`src/rtl/uart_pkg.sv`:
```
// Shared UART definitions: FSM state encoding, oversampling rate, legal stop lengths.
package uart_pkg;

  localparam int unsigned OVERSAMPLE  = 16;

  localparam int unsigned SB_TICK_1P0 = 16;
  localparam int unsigned SB_TICK_1P5 = 24;
  localparam int unsigned SB_TICK_2P0 = 32;

  localparam logic [2:0] ST_IDLE   = 3'd0;
  localparam logic [2:0] ST_START  = 3'd1;
  localparam logic [2:0] ST_DATA   = 3'd2;
  localparam logic [2:0] ST_PARITY = 3'd3;
  localparam logic [2:0] ST_STOP   = 3'd4;

  typedef enum logic [2:0] {
    IDLE   = ST_IDLE,
    START  = ST_START,
    DATA   = ST_DATA,
    PARITY = ST_PARITY,
    STOP   = ST_STOP
  } uart_state_e;

  // True for the supported stop lengths (1, 1.5 and 2 stop bits).
  function automatic bit sb_tick_legal(input int unsigned sb);
    return (sb == SB_TICK_1P0) || (sb == SB_TICK_1P5) || (sb == SB_TICK_2P0);
  endfunction

endpackage

```
`src/rtl/uart_tx_bit_timer.sv`:
```
// Oversampling tick counter for uart_tx: counts s_tick and flags the last
// tick of a bit (16) or of the stop interval (SB_TICK).
module uart_tx_bit_timer
  import uart_pkg::*;
#(
  parameter int unsigned SB_TICK = 16
) (
  input  logic clk,
  input  logic reset,
  input  logic i_clr,
  input  logic i_en,
  input  logic i_stop,
  output logic o_tc_c
);

  localparam logic [4:0] BIT_LAST  = 5'(OVERSAMPLE - 1);
  localparam logic [4:0] STOP_LAST = 5'(SB_TICK - 1);

  logic [4:0] r_s;
  logic [4:0] w_last;

  assign w_last = i_stop ? STOP_LAST : BIT_LAST;
  assign o_tc_c = i_en && (r_s == w_last);

  // Tick counter; wraps to 0 on terminal count so every interval starts clean.
  always_ff @(posedge clk) begin
    if (!reset) begin
      r_s <= 5'd0;
    end else if (i_clr || o_tc_c) begin
      r_s <= 5'd0;
    end else if (i_en) begin
      r_s <= r_s + 5'd1;
    end
  end

endmodule

```
`src/rtl/uart_tx.sv`:
```
// UART transmitter: start bit, DBIT data bits LSB first, optional parity, stop.
// Optional parity bit is compiled in with `define UART_TX_PARITY_EN.
module uart_tx
  import uart_pkg::*;
#(
  parameter int unsigned DBIT       = 8,
  parameter int unsigned SB_TICK    = 16,
  parameter int unsigned PARITY_ODD = 0
) (
  input  logic            clk,
  input  logic            reset,
  input  logic            tx_start,
  input  logic            s_tick,
  input  logic [DBIT-1:0] din,
  output logic            tx,
  output logic            tx_busy,
  output logic            tx_done_tick
);

  localparam logic [2:0] N_LAST = 3'(DBIT - 1);

  if (DBIT < 5 || DBIT > 8 || !sb_tick_legal(SB_TICK) || PARITY_ODD > 1) begin : g_bad_param
    $error("uart_tx: illegal DBIT/SB_TICK/PARITY_ODD");
  end

  uart_state_e     r_state, w_state_next;
  logic [2:0]      r_n, w_n_next;
  logic [DBIT-1:0] r_b, w_b_next;
  logic            r_tx, r_busy, r_done;
  logic            w_tx_next, w_done_next;
  logic            w_clr, w_tc, w_stop;
`ifdef UART_TX_PARITY_EN
  logic            r_par, w_par_next;
`endif

  assign w_stop = (r_state == STOP);

  uart_tx_bit_timer #(.SB_TICK(SB_TICK)) u_bit_timer (
    .clk    (clk),
    .reset  (reset),
    .i_clr  (w_clr),
    .i_en   (s_tick),
    .i_stop (w_stop),
    .o_tc_c (w_tc)
  );

  // Next-state, datapath and registered-output values.
  always_comb begin
    w_state_next = r_state;
    w_n_next     = r_n;
    w_b_next     = r_b;
    w_clr        = 1'b0;
    w_done_next  = 1'b0;
`ifdef UART_TX_PARITY_EN
    w_par_next   = r_par;
`endif
    case (r_state)
      IDLE: begin
        w_clr = 1'b1;
        if (tx_start) begin
          w_b_next     = din;
          w_state_next = START;
`ifdef UART_TX_PARITY_EN
          w_par_next   = (^din) ^ 1'(PARITY_ODD);
`endif
        end
      end
      START: begin
        if (w_tc) begin
          w_n_next     = 3'd0;
          w_state_next = DATA;
        end
      end
      DATA: begin
        if (w_tc) begin
          w_b_next = r_b >> 1;
          w_n_next = r_n + 3'd1;
          if (r_n == N_LAST) begin
`ifdef UART_TX_PARITY_EN
            w_state_next = PARITY;
`else
            w_state_next = STOP;
`endif
          end
        end
      end
`ifdef UART_TX_PARITY_EN
      PARITY: begin
        if (w_tc) begin
          w_state_next = STOP;
        end
      end
`endif
      STOP: begin
        if (w_tc) begin
          w_state_next = IDLE;
          w_done_next  = 1'b1;
        end
      end
      default: begin
        w_state_next = IDLE;
      end
    endcase

    // Line level follows the state being entered so tx is purely registered.
    case (w_state_next)
      START:   w_tx_next = 1'b0;
      DATA:    w_tx_next = w_b_next[0];
`ifdef UART_TX_PARITY_EN
      PARITY:  w_tx_next = w_par_next;
`endif
      default: w_tx_next = 1'b1;
    endcase
  end

  // State, datapath and output registers.
  always_ff @(posedge clk) begin
    if (!reset) begin
      r_state <= IDLE;
      r_n     <= 3'd0;
      r_b     <= '0;
      r_tx    <= 1'b1;
      r_busy  <= 1'b0;
      r_done  <= 1'b0;
`ifdef UART_TX_PARITY_EN
      r_par   <= 1'b0;
`endif
    end else begin
      r_state <= w_state_next;
      r_n     <= w_n_next;
      r_b     <= w_b_next;
      r_tx    <= w_tx_next;
      r_busy  <= (w_state_next != IDLE);
      r_done  <= w_done_next;
`ifdef UART_TX_PARITY_EN
      r_par   <= w_par_next;
`endif
    end
  end

  assign tx           = r_tx;
  assign tx_busy      = r_busy;
  assign tx_done_tick = r_done;

endmodule

```
`config.mk`:
```
export PLATFORM = sky130hd
export DESIGN_NAME = uart_tx
export DESIGN_NICKNAME = d
export VERILOG_FILES = /design/src/rtl/uart_pkg.sv /design/src/rtl/uart_tx_bit_timer.sv /design/src/rtl/uart_tx.sv
export SDC_FILE = /design/constraint.sdc
export NUM_CORES = 1
export LEC_CHECK = 0
export ABC_AREA = 1
export ABC_CLOCK_PERIOD_IN_PS = 1900
export BUFFER_PORTS_ARGS = -buffer_cell sky130_fd_sc_hd__buf_2
export CORE_ASPECT_RATIO = 0.8
export CORE_MARGIN = 4
export CORE_UTILIZATION = 23
export CTS_BUF_LIST = sky130_fd_sc_hd__clkbuf_16
export CTS_CLUSTER_SIZE = 24
export DETAILED_ROUTE_END_ITERATION = 12
export PLACE_DENSITY_LB_ADDON = 0.12
export SETUP_SLACK_MARGIN = 0.2
export SLEW_MARGIN = 20
export SYNTH_ARGS = -nofsm -noshare
export SYNTH_HDL_FRONTEND = slang
export SYNTH_SLANG_ARGS = --single-unit
```
`constraint.sdc`:
```
create_clock -name clk -period 1.9 [get_ports clk]
set_input_delay 0.475 -clock clk [delete_from_list [all_inputs] [get_ports clk]]
set_output_delay 0.475 -clock clk [all_outputs]
set_load 0.005 [all_outputs]
```
; After elaboration in Yosys (flattened, before gate mapping)
; Index checks and enable logic that the tools add are counted.
[totals]
register_bits = 22
word_cells = 46
input_bits = 12
output_inout_bits = 3
[classes]
addsub = 2
n_bitwise = 1
mux = 15
eq_ne = 10
n_reduce_logical = 10
[op_table]
columns = cell, count
row1 = 2-to-1 mux 3 bit, 7
row2 = 2-to-1 mux 8 bit, 2
row3 = one-hot mux 8 bit (2 select lines), 1
row4 = one-hot mux 3 bit (4 select lines), 1
row5 = "== test 3 x 1 -> 1 bit, second input constant", 2
row6 = "== test 3 x 2 -> 1 bit, second input constant", 2
row7 = "== test 3 bit, second input constant", 2
row8 = one-hot mux 3 bit (2 select lines), 1
row9 = AND reduction 3 bit, 2
row10 = "adder 5 x 1 -> 5 bit, second input constant", 1
row11 = "== test 5 x 4 -> 1 bit, second input constant", 1
row12 = "!= test 2 x 1 -> 1 bit, second input constant", 2
row13 = nonzero test 2 bit, 2
row14 = "adder 3 x 1 -> 3 bit, second input constant", 1
row15 = logical NOT 3 bit, 1
row16 = nonzero test 3 bit, 1
row17 = 2-to-1 mux 1 bit, 2
row18 = "!= test 2 bit, second input constant", 1
row19 = one-hot mux 1 bit (2 select lines), 1
row20 = AND reduction 2 bit, 1
row21 = OR reduction 2 bit, 1
row22 = logical AND 1 bit, 1
row23 = logical OR 1 bit, 1
row24 = NOT 1 bit, 1

; Longest topological paths before layout
; Gate-level depths: netlist (run 1).
[logic_depth]
depth_word = 6
mapped_depth = 12
ltp_nobuf = 11

; By module
; Synthesis (run 1) repeated with hierarchy kept, for this count alone.
[hier_totals]
hier_cells = 176
area_unflattened_um2 = 1182.4
[by_module_without_submodules]
columns = module, area_per_inst_um2, cells_each, n_inst
row1 = uart_tx, 933.4, 143, 1
row2 = uart_tx_bit_timer, 249.0, 33, 1

; Worst setup path before layout (run 1)
; No wires, ideal clock.
[synth_path]
path_type = register -> register
startpoint = register u_bit_timer.r_s[0]
endpoint = register r_n[0]
setup_time_ns = 0.116
t_arrival_ns = 1.461
n_path_buf = 1
path_slack_ns = 0.323
path_stages_with_launch = 12
synth_period_minus_slack_ns = 1.577
path_cell_list = dfxtp_1 ha_1 nand2_1 nor2_1 ha_1 buf_4 nand2_2 inv_2 nand3_4 clkinv_1 o21ai_0 nor2_1
[synth_via]
elab_chain_len = 4
word_cells_on_any_way = 5
classes_between = eq/ne (3) / reduce/logical (2)
[synth_lines]
columns = element, line
row1 = start: declaration, uart_tx_bit_timer.sv:19  ; logic [4:0] r_s;
row2 = start signal: assignment, uart_tx_bit_timer.sv:32  ; r_s <= r_s + 5'd1;
row3 = == test 5 x 4 -> 1 bit (*), uart_tx_bit_timer.sv:23  ; assign o_tc_c = i_en && (r_s == w_last);
row4 = logical AND 1 bit (*), uart_tx_bit_timer.sv:23
row5 = != test 2 x 1 -> 1 bit (no source line), n/a
row6 = AND reduction 3 bit (no source line) (*), n/a
row7 = end signal: assignment, uart_tx.sv:130  ; r_n <= w_n_next;
row8 = end: declaration, uart_tx.sv:27  ; logic [2:0] r_n, w_n_next;
; Mark *: on every way between the ends. The rest lies on a longest branch, timed or not.
; A chain may end at the register's enable or synchronous reset.

; Final worst setup path (run 1)
[layout_path]
startpoint = register u_bit_timer.r_s[0]
endpoint = register r_busy (netlist: tx_busy)
[layout_via]
elab_chain_len = 5
word_cells_on_any_way = 7
classes_between = eq/ne (1) / mux (4) / reduce/logical (2)
[layout_lines]
columns = element, line
row1 = == test 5 x 4 -> 1 bit (*), uart_tx_bit_timer.sv:23
row2 = logical AND 1 bit (*), uart_tx_bit_timer.sv:23
row3 = 2-to-1 mux 3 bit (on tied branches), "uart_tx.sv:95, uart_tx.sv:69, uart_tx.sv:75"
row4 = one-hot mux 3 bit (4 select lines) (*), uart_tx.sv:57  ; case (r_state)
row5 = nonzero test 3 bit (*), uart_tx.sv:133  ; r_busy <= (w_state_next != IDLE);
row6 = end signal: assignment, uart_tx.sv:133
row7 = end: declaration, uart_tx.sv:29  ; logic r_tx, r_busy, r_done;
; Marked as above.

==> results of run 1 <==
## what timing repair did
item / CTS / global route
setup endpoints to repair: 0 / 13
resized for setup: 0 / 13
setup buffers: 0 / 1
## sequential cells by signal, summed over array words and instances (netlist names)
register	count
tx	1
r_b	8
r_n	3
r_state	3
u_bit_timer.r_s	5
tx_busy	1
tx_done_tick	1
## Yosys cell counts (all sizes together)
library cell  count  area [um2]
a21oi            11        55.1
buf               4        25.0
clkinv            2        7.51
dfxtp            22         440
ha                4        50.1
inv              15        58.8
nand2            37         161
nand3            26         165
nand4             1        6.26
nor2             28         121
o21ai             3        15.0
or2               1        6.26
xnor2             1        8.76
xor2              2        17.5
## how the worst min path moves through the flow
stage                                    end  slack [ns]               start  cells after the start
final                     u_bit_timer.r_s[4]        0.46  u_bit_timer.r_s[4]                      2
after global routing                  r_n[2]        0.51              r_n[2]                      2
after CTS                 u_bit_timer.r_s[4]        0.46  u_bit_timer.r_s[4]                      2
after detailed placement  u_bit_timer.r_s[4]        0.45  u_bit_timer.r_s[4]                      2
after global placement    u_bit_timer.r_s[4]        0.46  u_bit_timer.r_s[4]                      2
after floorplan           u_bit_timer.r_s[4]        0.44  u_bit_timer.r_s[4]                      2
## power by group through the flow
stage,combinational (mW),sequential (mW),clock (mW)
floorplan,0.0698,0.498,0
global placement,0.0995,0.501,0
detailed placement,0.0990,0.500,0
CTS,0.0996,0.490,0.459
global route,0.112,0.491,0.479
finish,0.0982,0.490,0.441
## layout make-up
| class | count | share of cell area, % |
|---|---|---|
| clock buffers | 3 | 5.42 |
| clock inverters | 1 | 0.271 |
| inverters | 17 | 5.15 |
| multi-input cells | 114 | 45.3 |
| flip-flops and latches | 22 | 32.0 |
| well taps | 60 | 5.42 |
| repair buffers | 16 | 6.42 |
## routing by layer
metal | routed length (um) | track usage [%] | vias to the layer above | share of wire, %
li1 | - | - | 533 | -
met4 | 19 | 2.25 | 0 | 0.74
met2 | 1180 | 14.3 | 18 | 46
met3 | 108 | 3.38 | 2 | 4.2
met1 | 1260 | 11.5 | 436 | 49
met5 | 0 | 0 | - | 0
## kinds of logic (layout without fill, tap and decap cells)
group	Yosys count	after routing	share of synthesized area, %
fa+ha+maj	4	4	4.40
compound gates	14	14	6.15
buf+inv	21	37	8.02
xor+xnor	3	3	2.31
flops	22	22	38.7
simple gates	93	93	40.4
## critical path, cell delays in order (launching register included)
cell and delay, ns:
sky130_fd_sc_hd__dfxtp_2 0.35, sky130_fd_sc_hd__ha_1 0.16, sky130_fd_sc_hd__nand2_1 0.06, sky130_fd_sc_hd__nor2_2 0.08, sky130_fd_sc_hd__ha_2 0.22, sky130_fd_sc_hd__buf_6 0.14
sky130_fd_sc_hd__nand3_1 0.10, sky130_fd_sc_hd__nand3_1 0.09, sky130_fd_sc_hd__nand2_1 0.08, sky130_fd_sc_hd__nand2_2 0.08, sky130_fd_sc_hd__nand3_1 0.07
## per-stage QoR
stage | instance area (um2) | hold slack, ns | cells | util, % | worst slack (ns)
CTS | 1350 | 0.463 | 232 | 28.7 | 0.237
finish | 1380 | 0.460 | 233 | 29.6 | 0.343
floorplan | 1140 | 0.438 | 157 | - | 0.323
detailed placement | 1270 | 0.454 | 228 | 27.1 | 0.246
global placement | 1270 | 0.455 | 228 | 27.1 | 0.320
global route | 1380 | 0.506 | 233 | 29.6 | 0.181
==> flow_results.xml, run 1 <==
<?xml version="1.0" encoding="UTF-8"?>
<metrics>
  <group name="grt">
    <metric name="grt_pass1_vias" unit="">974</metric>
    <metric name="grt_overflow_total" unit="">0</metric>
    <metric name="grt_antenna_before_repair" unit="">0</metric>
    <metric name="largest_net_degree_at_the_start_of_global_routing" unit="">14</metric>
    <metric name="grt_usage" unit="%">9.00</metric>
    <metric name="grt_pass1_wl" unit="mm">4.35</metric>
  </group>
  <group name="pwr">
    <metric name="power_switching" unit="uW">231</metric>
    <metric name="p_per_area" unit="nW/um2">743</metric>
    <metric name="share_of_total_power_in_sequential_cells" unit="%">47.6</metric>
    <metric name="peakVddDrop" unit="V">0.000270</metric>
    <metric name="totalPowerFinal" unit="mW">1.03</metric>
    <metric name="internal_power" unit="uW">797</metric>
    <metric name="net_sw_share" unit="%">22.5</metric>
    <metric name="clock_power_share" unit="%">42.8</metric>
    <metric name="pwr-share-comb" unit="%">9.5</metric>
    <metric name="leak_pwr" unit="nW">0.600</metric>
  </group>
  <group name="cells_and_area">
    <metric name="nets" unit="">190</metric>
    <metric name="mostFrequentLayoutCell" unit="">sky130_fd_sc_hd__nand2_1</metric>
    <metric name="n_antenna_cell" unit="">0</metric>
    <metric name="syn_to_final_growth" unit="%">21.5</metric>
    <metric name="layout-drive-gt1-share" unit="%">23.1</metric>
    <metric name="ff_latch_area" unit="um2">443</metric>
    <metric name="final_cell_mix" unit="">31 x sky130_fd_sc_hd__nand2_1, 26 x sky130_fd_sc_hd__nor2_1, 22 x sky130_fd_sc_hd__nand3_1, 20 x sky130_fd_sc_hd__dfxtp_1, 14 x sky130_fd_sc_hd__buf_2</metric>
    <metric name="fillerInstances" unit="">517</metric>
    <metric name="footprint_of_the_multi_input_gates" unit="um2">627</metric>
  </group>
  <group name="logic_synthesis">
    <metric name="yosys_warnings" unit="">0</metric>
    <metric name="netlist_area" unit="um2">1140</metric>
    <metric name="mean_instance_size_in_the_synthesized_netlist" unit="um2">7.25</metric>
    <metric name="synthCells" unit="">157</metric>
    <metric name="synth.ff_latch_count" unit="">22</metric>
    <metric name="syn_nets" unit="">173</metric>
    <metric name="synth_cell_types" unit="">22</metric>
    <metric name="ys_seq_area_share" unit="%">38.7</metric>
  </group>
  <group name="die">
    <metric name="full_die_area" unit="um2">6150</metric>
    <metric name="initial_utilization" unit="%">24.3</metric>
    <metric name="floorplan.rows" unit="">22</metric>
    <metric name="floorplan_die_width" unit="um">86.7</metric>
    <metric name="boundaryPins" unit="">15</metric>
    <metric name="fp.coreArea" unit="um2">4680</metric>
    <metric name="die_height" unit="um">70.9</metric>
  </group>
  <group name="hold_path">
    <metric name="hold_path.class" unit="">reg2reg</metric>
  </group>
  <group name="routing">
    <metric name="wl_per_cell" unit="um">11.0</metric>
    <metric name="route.final.wire_length" unit="mm">2.56</metric>
    <metric name="post_drt_via_cell_ratio" unit="">4.24</metric>
    <metric name="drc_errors" unit="">0</metric>
    <metric name="firstDrtPassIters" unit="">4</metric>
    <metric name="post_route_ant_nets" unit="">0</metric>
    <metric name="initial_detailed_routing_violation_count" unit="">48</metric>
    <metric name="vias" unit="">989</metric>
  </group>
  <group name="job">
    <metric name="drv_cap" unit="">0</metric>
  </group>
  <group name="worst_setup_path">
    <metric name="timing.critical_path.from" unit="">u_bit_timer.r_s[0]</metric>
    <metric name="timing_worst_setup_path_type" unit="">reg2reg</metric>
    <metric name="worstSetupStartpointType" unit="">flip-flop</metric>
    <metric name="reg2regPathDepth" unit="">10</metric>
    <metric name="endpoint" unit="">tx_busy</metric>
    <metric name="worstPathMaxFanout" unit="">7</metric>
    <metric name="timing.critical_path.to_type" unit="">flip-flop</metric>
    <metric name="required_arrival_time_at_the_worst_endpoint" unit="ns">2.04</metric>
    <metric name="worst-endpoint-arrival" unit="ns">1.69</metric>
    <metric name="rrSetupSlack" unit="ns">0.34</metric>
    <metric name="crit-reg2reg-launch" unit="">u_bit_timer.r_s[0]</metric>
    <metric name="crit-reg2reg-capture" unit="">tx_busy</metric>
  </group>
  <group name="sta">
    <metric name="drv_slew" unit="">0</metric>
    <metric name="worst_clock_skew" unit="ns">0.00276</metric>
    <metric name="worst_slew_margin_rel" unit="%">76.3</metric>
    <metric name="worstMarginPinSlew" unit="ns">0.354</metric>
    <metric name="finalWorstPathRequiredPeriod" unit="ns">1.56</metric>
    <metric name="hold_viol_final" unit="">0</metric>
    <metric name="max_clock_freq" unit="GHz">0.642</metric>
    <metric name="final_min_period_over_clock_period" unit="%">82.0</metric>
    <metric name="grt_setup_unrepaired" unit="">yes</metric>
    <metric name="finalSetupViolations" unit="">0</metric>
    <metric name="tns" unit="ns">0</metric>
  </group>
  <group name="status">
    <metric name="run_status" unit="">complete, no violations</metric>
  </group>
  <group name="clock_network">
    <metric name="clk-insertion-delay-late" unit="ns">0.25</metric>
    <metric name="numClockSinks" unit="">22</metric>
    <metric name="tritoncts_clock_tree" unit="">yes</metric>
    <metric name="cts-hold-fix-buffers" unit="">0</metric>
    <metric name="clock_tree.htree_level_count" unit="">1</metric>
    <metric name="clk_pin_slew" unit="ns">0.05</metric>
    <metric name="clockRootBuffer" unit="">sky130_fd_sc_hd__clkbuf_16</metric>
    <metric name="clk_path_buf_depth" unit="">2</metric>
    <metric name="total_clock_buffers_created_by_cts" unit="">3</metric>
  </group>
  <group name="placement">
    <metric name="io_buffers" unit="">14</metric>
    <metric name="globalplace.congestion" unit="">0.795</metric>
    <metric name="hpwlAfterDp" unit="mm">1.95</metric>
  </group>
</metrics>
No activity file was read; power rests on OpenSTA's default activity.
==> run 2: changes to the inputs <==
--- a/config.mk
+++ b/config.mk
@@ -6,7 +6,7 @@
 export NUM_CORES = 1
 export LEC_CHECK = 0
 export ABC_AREA = 1
-export ABC_CLOCK_PERIOD_IN_PS = 1900
+export ABC_CLOCK_PERIOD_IN_PS = 1500
 export BUFFER_PORTS_ARGS = -buffer_cell sky130_fd_sc_hd__buf_2
 export CORE_ASPECT_RATIO = 0.8
 export CORE_MARGIN = 4
==> constraint.sdc (replaced) <==
create_clock -name clk -period 1.5 [get_ports clk]
set_input_delay 0.375 -clock clk [delete_from_list [all_inputs] [get_ports clk]]
set_output_delay 0.375 -clock clk [all_outputs]
set_load 0.005 [all_outputs]
==> run 2 against run 1 <==
- wire length rose by 12%
- fmax up 4.0%
- combinational power grew 41%
- cell count up 3.0%
- critical path depth unchanged
- design area increased by 7.2%
- power grew 29%
- global-route usage rose by 1.0 points
- core utilization is 2.1 points higher
- hold slack lost 0.059 ns
- clock skew about the same
- register-to-register slack got worse by 0.34 ns
- largest power group unchanged
==> flow_results.xml, run 2 (synthesis results as in run 1) <==
<?xml version="1.0" encoding="UTF-8"?>
<metrics>
  <group name="pwr">
    <metric name="p_per_area" unit="nW/um2">892</metric>
    <metric name="totalPowerFinal" unit="mW">1.32</metric>
    <metric name="peakVddDrop" unit="V">0.000545</metric>
    <metric name="leak_pwr" unit="nW">0.655</metric>
  </group>
  <group name="clock_network">
    <metric name="clk_pin_slew" unit="ns">0.06</metric>
    <metric name="tritoncts_clock_tree" unit="">yes</metric>
    <metric name="clock_tree.htree_level_count" unit="">1</metric>
    <metric name="clk_path_buf_depth" unit="">2</metric>
    <metric name="total_clock_buffers_created_by_cts" unit="">3</metric>
    <metric name="numClockSinks" unit="">22</metric>
    <metric name="clockRootBuffer" unit="">sky130_fd_sc_hd__clkbuf_16</metric>
    <metric name="cts-hold-fix-buffers" unit="">0</metric>
    <metric name="clk-insertion-delay-late" unit="ns">0.25</metric>
  </group>
  <group name="grt">
    <metric name="grt_overflow_total" unit="">0</metric>
    <metric name="largest_net_degree_at_the_start_of_global_routing" unit="">13</metric>
    <metric name="grt_usage" unit="%">10.0</metric>
    <metric name="grt_pass1_vias" unit="">1021</metric>
    <metric name="grt_pass1_wl" unit="mm">4.81</metric>
    <metric name="grt_antenna_before_repair" unit="">0</metric>
  </group>
  <group name="sta">
    <metric name="hold_viol_final" unit="">0</metric>
    <metric name="finalWorstPathRequiredPeriod" unit="ns">1.50</metric>
    <metric name="grt_setup_unrepaired" unit="">yes</metric>
    <metric name="hold-worst-slack" unit="ns">0.402</metric>
    <metric name="worst_clock_skew" unit="ns">0.00271</metric>
    <metric name="worst_slew_margin_rel" unit="%">75.5</metric>
    <metric name="worstMarginPinSlew" unit="ns">0.366</metric>
    <metric name="drv_slew" unit="">0</metric>
    <metric name="max_clock_freq" unit="GHz">0.668</metric>
    <metric name="finalSetupViolations" unit="">0</metric>
    <metric name="final_min_period_over_clock_period" unit="%">99.8</metric>
    <metric name="tns" unit="ns">0</metric>
  </group>
  <group name="routing">
    <metric name="post_drt_via_cell_ratio" unit="">4.34</metric>
    <metric name="route.final.wire_length" unit="mm">2.86</metric>
    <metric name="vias" unit="">1042</metric>
    <metric name="drc_errors" unit="">0</metric>
    <metric name="wl_per_cell" unit="um">11.9</metric>
    <metric name="firstDrtPassIters" unit="">4</metric>
    <metric name="initial_detailed_routing_violation_count" unit="">38</metric>
    <metric name="post_route_ant_nets" unit="">0</metric>
  </group>
  <group name="placement">
    <metric name="io_buffers" unit="">14</metric>
    <metric name="place_area" unit="um2">1320</metric>
    <metric name="hpwlAfterDp" unit="mm">2.11</metric>
    <metric name="globalplace.congestion" unit="">0.796</metric>
  </group>
  <group name="cells_and_area">
    <metric name="syn_to_final_growth" unit="%">30.3</metric>
    <metric name="largest_register_ffs" unit="">8</metric>
    <metric name="regMostFlops" unit="">r_b</metric>
    <metric name="n_antenna_cell" unit="">0</metric>
    <metric name="nets" unit="">197</metric>
    <metric name="layout-drive-gt1-share" unit="%">29.4</metric>
    <metric name="biggestRegsByFlops" unit="">r_b x8, u_bit_timer.r_s x5</metric>
    <metric name="mostFrequentLayoutCell" unit="">sky130_fd_sc_hd__nand2_1</metric>
    <metric name="post-route-cell-area" unit="um2">1480</metric>
    <metric name="final_cell_mix" unit="">27 x sky130_fd_sc_hd__nand2_1, 26 x sky130_fd_sc_hd__nor2_1, 21 x sky130_fd_sc_hd__nand3_1, 20 x sky130_fd_sc_hd__dfxtp_1, 14 x sky130_fd_sc_hd__buf_2</metric>
  </group>
  <group name="die">
    <metric name="initial_utilization" unit="%">24.3</metric>
    <metric name="floorplan.rows" unit="">22</metric>
    <metric name="die_height" unit="um">70.9</metric>
    <metric name="boundaryPins" unit="">15</metric>
    <metric name="fp.coreArea" unit="um2">4680</metric>
    <metric name="full_die_area" unit="um2">6150</metric>
    <metric name="floorplan_die_width" unit="um">86.7</metric>
  </group>
  <group name="worst_setup_path">
    <metric name="worstPathMaxFanout" unit="">8</metric>
    <metric name="timing_worst_setup_path_type" unit="">reg2reg</metric>
    <metric name="worstSetupStartpointType" unit="">flip-flop</metric>
    <metric name="timing.critical_path.to_type" unit="">flip-flop</metric>
    <metric name="required_arrival_time_at_the_worst_endpoint" unit="ns">1.68</metric>
    <metric name="worst-endpoint-arrival" unit="ns">1.68</metric>
    <metric name="rrSetupSlack" unit="ns">0.003</metric>
  </group>
  <group name="hold_path">
    <metric name="hold_path.class" unit="">in2reg</metric>
  </group>
  <group name="status">
    <metric name="run_status" unit="">complete, no violations</metric>
  </group>
  <group name="job">
    <metric name="drv_cap" unit="">0</metric>
  </group>
</metrics>
[run 2: changes by cell type in the layout (fill, tap and decap cells not counted), sizes merged]
cell / delta
inv: -1
clkinv: +1
buf: +7
[run 2: metal layers]
metal	global-route usage, %	share of wire [%]	up-vias	routed length [um]
li1	-	-	547	-
met1	13.0	49	483	1400
met2	15.7	46	10	1330
met3	3.61	3.9	2	112
met4	2.77	0.66	0	19
met5	0	0	-	0
[run 2: report_power, final]
| group | internal [mW] | switching, mW | leakage (nW) |
|---|---|---|---|
| Combinational | 0.0549 | 0.0832 | 0.436 |
| Clock | 0.355 | 0.209 | 0.0385 |
| Sequential | 0.606 | 0.0154 | 0.180 |
| Total | 1.02 | 0.307 | 0.655 |
[run 2: worst max-delay path: stages, from the launching register on]
cell and delay, ns:
sky130_fd_sc_hd__dfxtp_2 0.36, sky130_fd_sc_hd__ha_4 0.14, sky130_fd_sc_hd__nand2_1 0.05, sky130_fd_sc_hd__nor2_1 0.10, sky130_fd_sc_hd__ha_2 0.23, sky130_fd_sc_hd__nand2_4 0.08
sky130_fd_sc_hd__inv_4 0.08, sky130_fd_sc_hd__nand3_4 0.13, sky130_fd_sc_hd__clkinv_4 0.10, sky130_fd_sc_hd__nand2_4 0.04, sky130_fd_sc_hd__a21oi_2 0.11
[run 2: metrics by stage]
step           worst slack (ns)  std cells  util [%]
2_1_floorplan            0.0341        157         -
3_3_place_gp           -0.00124        234      28.3
3_5_place_dp            -0.0868        234      28.3
4_1_cts                 -0.0176        239      31.1
5_1_grt                  -0.117        240      31.7
6_report                0.00266        240      31.7
[run 2: worst paths after layout]
path / startpoint / to / cells past startpoint
setup / recovery: u_bit_timer.r_s[1] / r_n[2] / 10
hold / removal: din[7] / r_b[7] / 3
setup reg to reg: u_bit_timer.r_s[1] / r_n[2] / 10
hold reg to reg: u_bit_timer.r_s[4] / u_bit_timer.r_s[4] / 2
[run 2: repair_timing]
item | 4_1_cts | 5_1_grt
resized for setup | 12 | 6
hold endpoints to repair | 0 | 0
pin swaps | 6 | 3
endpoints found under the setup margin | 22 | 22
setup buffers | 1 | 1
[run 2: area by class of cell]
class / count / area (um2)
inverters: 17 / 73.8
clock inverters: 1 / 3.75
repair buffers: 23 / 141
flip-flops and latches: 22 / 443
fillers: 542 / 3200
multi-input cells: 114 / 672
clock buffers: 3 / 75.1
well taps: 60 / 75.1
